$ cat config.mk
export PLATFORM = sky130hd
export DESIGN_NAME = uart_tx
export DESIGN_NICKNAME = d
export VERILOG_FILES = /design/src/rtl/uart_tx.sv
export SDC_FILE = /design/constraint.sdc
export NUM_CORES = 1
export LEC_CHECK = 0
export ABC_AREA = 1
export CORE_MARGIN = 2
export CORE_UTILIZATION = 55
export DETAILED_ROUTE_END_ITERATION = 10
export DONT_BUFFER_PORTS = 1
export GPL_TIMING_DRIVEN = 0
export PLACE_DENSITY = 0.8
export SLEW_MARGIN = 20
export SYNTH_ARGS = -nofsm -noshare
export SYNTH_HDL_FRONTEND = slang
export SYNTH_SLANG_ARGS = --single-unit
$ cat constraint.sdc
create_clock -name CLKip -period 148.8 [get_ports CLKip]
set_input_delay 14.88 -clock CLKip [delete_from_list [all_inputs] [get_ports CLKip]]
set_output_delay 14.88 -clock CLKip [all_outputs]
set_load 0.05 [all_outputs]
$ cat src/rtl/uart_tx.sv
// UART transmitter: start bit, DATA_WDTH data bits LSB first, optional even parity, one stop bit.
// Define UART_TX_PARITY_EN to insert the even-parity bit between the data and stop bits.
module uart_tx #(
  parameter int FREQ_CLK  = 100000000,
  parameter int DATA_WDTH = 8,
  parameter int DEF_BAUD  = 115200
) (
  input  logic                 CLKip,
  input  logic                 rst,
  input  logic [31:0]          BAUD_RATEi,
  input  logic                 BAUD_RATE_WEi,
  input  logic                 VALIDi,
  input  logic [DATA_WDTH-1:0] DATAi,
  output logic                 READYo,
  output logic                 TXo,
  output logic                 DONEo
);

  localparam int IDX_W = $clog2(DATA_WDTH + 1);
  localparam logic [IDX_W-1:0] LAST_IDX = IDX_W'(DATA_WDTH - 1);
  localparam logic [31:0] FREQ_U = 32'(FREQ_CLK);
  localparam logic [31:0] DEF_Q  = 32'(FREQ_CLK / DEF_BAUD);
  localparam logic [31:0] DEF_N  = (DEF_Q < 32'd2) ? 32'd2 : DEF_Q;

  typedef enum logic [2:0] {IDLE, START, DATA, PARITY, STOP} state_t;

  state_t                 state, state_next;
  logic [31:0]            bit_period;
  logic [31:0]            frame_n, frame_n_next;
  logic [31:0]            cnt, cnt_next;
  logic [IDX_W-1:0]       idx, idx_next;
  logic [DATA_WDTH-1:0]   shift, shift_next;
  logic [31:0]            quot;
  logic                   accept;
  logic                   bit_end;
  logic                   tx_next, ready_next, done_next;

  assign quot   = FREQ_U / BAUD_RATEi;
  assign accept = READYo && VALIDi;

  // Requested bit period; frames pick it up only when they are accepted.
  always_ff @(posedge CLKip) begin
    if (rst)
      bit_period <= DEF_N;
    else if (BAUD_RATE_WEi && (BAUD_RATEi != 32'd0))
      bit_period <= (quot < 32'd2) ? 32'd2 : quot;
  end

`ifdef UART_TX_PARITY_EN
  logic parity;

  always_ff @(posedge CLKip) begin
    if (rst)
      parity <= 1'b0;
    else if (accept)
      parity <= ^DATAi;
  end
`endif

  always_ff @(posedge CLKip) begin
    if (rst) begin
      state   <= IDLE;
      frame_n <= DEF_N;
      cnt     <= 32'd0;
      idx     <= '0;
      shift   <= '0;
      TXo     <= 1'b1;
      READYo  <= 1'b0;
      DONEo   <= 1'b0;
    end else begin
      state   <= state_next;
      frame_n <= frame_n_next;
      cnt     <= cnt_next;
      idx     <= idx_next;
      shift   <= shift_next;
      TXo     <= tx_next;
      READYo  <= ready_next;
      DONEo   <= done_next;
    end
  end

  // Outputs are computed for the state being entered so they come straight off flops.
  always_comb begin
    state_next   = state;
    frame_n_next = frame_n;
    cnt_next     = cnt;
    idx_next     = idx;
    shift_next   = shift;
    tx_next      = 1'b1;
    ready_next   = 1'b0;
    done_next    = 1'b0;
    bit_end      = (cnt == frame_n - 32'd1);

    unique case (state)
      IDLE: begin
        if (accept) begin
          state_next   = START;
          frame_n_next = bit_period;
          cnt_next     = 32'd0;
          idx_next     = '0;
          shift_next   = DATAi;
        end
      end
      START: begin
        if (bit_end) begin
          state_next = DATA;
          cnt_next   = 32'd0;
          idx_next   = '0;
        end else begin
          cnt_next = cnt + 32'd1;
        end
      end
      DATA: begin
        if (bit_end) begin
          cnt_next = 32'd0;
          if (idx == LAST_IDX) begin
`ifdef UART_TX_PARITY_EN
            state_next = PARITY;
`else
            state_next = STOP;
`endif
          end else begin
            idx_next   = idx + IDX_W'(1);
            shift_next = shift >> 1;
          end
        end else begin
          cnt_next = cnt + 32'd1;
        end
      end
      PARITY: begin
        if (bit_end) begin
          state_next = STOP;
          cnt_next   = 32'd0;
        end else begin
          cnt_next = cnt + 32'd1;
        end
      end
      STOP: begin
        if (bit_end) begin
          state_next = IDLE;
          cnt_next   = 32'd0;
        end else begin
          cnt_next = cnt + 32'd1;
        end
      end
      default: state_next = IDLE;
    endcase

    case (state_next)
      IDLE:    ready_next = 1'b1;
      START:   tx_next    = 1'b0;
      DATA:    tx_next    = shift_next[0];
`ifdef UART_TX_PARITY_EN
      PARITY:  tx_next    = parity;
`endif
      default: tx_next    = 1'b1;
    endcase

    done_next = (state_next == STOP) && (cnt_next == frame_n_next - 32'd1);
  end

endmodule

==> results.ini <==
[run_status]
outcome=finished, final reports clean

[drt]
viasPerCell=5.66
top_layer_used=met5
route.met2.wl_um=49900
first_pass_iters=6
dr_wl_met3_um=6620
routed_wl_um=109000
wl_per_cell_um=15.7
met1_length_um=49000
ant_nets=0
drtIter0Drc=3291
route.detailed.drc=0
num_vias=39200

[min_path]
hold_path_class=register to register
hold_start=bit_period[19]

[sta]
skew_ns=0.0112
report.final.slew_viol_count=0
tightest_slew_ns=1.18
hold_violations=0
post-route-period-util_pct=61.4
rsz0062_at_grt=false
max_freq_mhz=10.9
hold_ws_ns=0.461
fin_setup_tns_ns=0
slew_headroom_pct=20.6
min_period_ns=91.41
setup_viol=0

[critical_path]
crit_top_cell=nand2_1
critical_path_arrival_ns=91.69
crit_buf_inv=77
cp_top_family=compound AO/OA/AOI/OAI gates
cp.required_ns=149.08
cpPeakStageDelay_ns=0.76
r2r_start=frame_n[0]
cp-end-kind=register
crit_slowest_cell=a31oi_1
critPathLaunch=BAUD_RATEi[4]
start_kind=input port
path_class=input port to register
cp_max_fo=29

[clock_tree]
cts_buffer_depth=2
post_cts_buffers=0
clock-root-buffer=clkbuf_16
h-tree-depth=4
cts-resized-gates=0
tritoncts=built
worstSkewPairLatency_ns=0.43
cts_hold_buf=0
cts_inserted_buffers=17
clkSinkCount=114
clk_pin_slew_worst_paths_ns=0.06

[pwr]
power.total_uw=136
combPwrFrac_pct=45.6
pwr-share-seq_pct=23.8
p_clk_share_pct=30.5
peakVddDrop_v=0.00000550
p_sw_share_pct=41.7
switchingPower_uw=56.7
p_per_area_nw_per_um2=3.54
intPower_uw=79.4
p_leak_nw=20.1

[place]
placed_area_um2=37900
gp_congestion=0.983
io_buffer_count=0
placedCellCount=6890
dp_hpwl_um=90500

[global_route]
grt_pass1_vias=36200
grt_pass1_wl_um=177000
grt-ovfl-total=0
grt_use_total_pct=30.4
grt_max_degree=34
antenna_found_initial=1

[synthesis]
syn_area_um2=36700
synth_top_family_by_area=simple AND/OR/NAND/NOR gates
async_flop_share_pct=0
syn_nets=6566
synth-edff-count=0
synth.area.top_cells=ha_1 17%, nand2_1 15%, inv_1 7.4%, xor2_1 7.4%, a21oi_1 6.9%
synth_top_area_share_pct=17.0
yosys.area.top_type=ha_1
yosysWarnings=0
synth_compound_area_share_pct=20.2
synth_mux_area_share_pct=0.518
synth-main-ff-cell=dfxtp_1
synthCells=6023
syn_area_per_cell_um2=6.10
synthXorXnorAreaFrac_pct=11.5
synth_cell_types=99
ys_seq_area_share_pct=6.21
ys_ff_latch=114
synth_simple_gate_area_share_pct=33.3
synth-adder-area-share_pct=17.0

[floorplanning]
ios=47
die_w_um=262
dieArea_um2=68900
core_area_um2=66000
row_count=94
initial_utilization_pct=55.7
die_y_um=262

[cells_and_area]
nNetsFinal=6588
instances_no_fill=6922
multi_input_area_um2=30300
final_area_um2=38500
n_fill_cell=6529
syn_to_final_growth_pct=4.75
insertedDiodeCount=0
drive_above_1_share_pct=9.28
seq_area_um2=2280

[job]
max_cap_viol_count=0

==> metal layers <==
metal	vias up	track usage [%]
met1	17800	39.3
met2	1152	52.8
li1	20100	-
met3	196	3.02
met4	2	10.3
met5	-	0
==> path summary, 6_finish.rpt <==
kind	slack, ns	end	depth (start not counted)
max reg2reg	143.36	DONEo	27
max	57.39	bit_period[0]	514
min	0.46	bit_period[19]	2
min reg2reg	0.46	bit_period[19]	2
==> cells in the mapped netlist (all sizes together), types with 12 or more instances <==
| cell | instances |
|---|---|
| a211oi | 13 |
| a21boi | 17 |
| a21o | 21 |
| a21oi | 544 |
| a31oi | 24 |
| and2 | 17 |
| buf | 58 |
| clkbuf | 75 |
| dfxtp | 114 |
| ha | 499 |
| inv | 768 |
| mux2i | 19 |
| nand2 | 1588 |
| nand3 | 400 |
| nand4 | 55 |
| nor2 | 483 |
| nor3 | 72 |
| nor4 | 31 |
| o211ai | 28 |
| o21ai | 439 |
| o21bai | 58 |
| o221ai | 12 |
| o31ai | 13 |
| or2 | 83 |
| xnor2 | 172 |
| xor2 | 309 |
==> placed cells by master, fill, tap and decap left out, types with 54 or more instances in the layout <==
| cell | instances |
|---|---|
| nand4_1 | 54 |
| o21ai_2 | 55 |
| o21ai_0 | 274 |
| o21ai_1 | 109 |
| xor2_1 | 309 |
| nand3_1 | 351 |
| nand2_1 | 1507 |
| xnor2_1 | 172 |
| a21oi_1 | 510 |
| nor2_1 | 447 |
| dfxtp_1 | 114 |
| or2_2 | 77 |
| nand2_2 | 71 |
| inv_1 | 713 |
| ha_1 | 499 |
| nor3_1 | 65 |
==> cells by family (layout without fill, tap and decap cells) <==
group	count (synthesis)	in the layout
AO/OA/AOI/OAI	1240	1240
XOR/XNOR	481	481
other	1	1
flip-flops	114	114
AND/OR/NAND/NOR	2756	2756
buffers and inverters	913	948
adder cells (fa/ha/maj)	499	499
multiplexers	19	19
==> flip-flops by register name (all words and copies together) (netlist names) <==
signal / count
bit_period: 32
cnt: 32
frame_n: 32
shift: 8
idx: 4
state: 3
DONEo: 1
READYo: 1
TXo: 1
==> power groups by stage <==
stage               Combinational, mW  Clock [mW]  Sequential, mW
global placement               0.0591           0          0.0330
global route                   0.0693      0.0430          0.0325
detailed placement             0.0605           0          0.0330
finish                         0.0621      0.0416          0.0324
floorplan                      0.0484           0          0.0328
CTS                            0.0609      0.0415          0.0324
==> tightest hold or removal path: stages, from the launching register on <==
cell and delay, ns:
dfxtp_1 0.30, nand2_1 0.06, a21oi_1 0.05
==> per-stage QoR <==
stage,utilization [%],setup slack (ns)
6_report,58.3,57.39
5_1_grt,58.3,50.20
4_1_cts,58.3,58.60
3_5_place_dp,57.4,58.47
3_3_place_gp,57.3,58.60
2_1_floorplan,-,72.40
==> layout make-up <==
| class | count | area share, % |
|---|---|---|
| tap | 864 | 2.81 |
| timing repair buffer | 3 | 0.195 |
| clock inverter | 14 | 0.390 |
| buffer | 135 | 3.11 |
| clock buffer | 18 | 1.14 |
| multi-input combinational | 4996 | 78.8 |
| sequential | 114 | 5.93 |
| inverter | 778 | 7.64 |
Note: power is estimated with default switching activity, not from simulation.
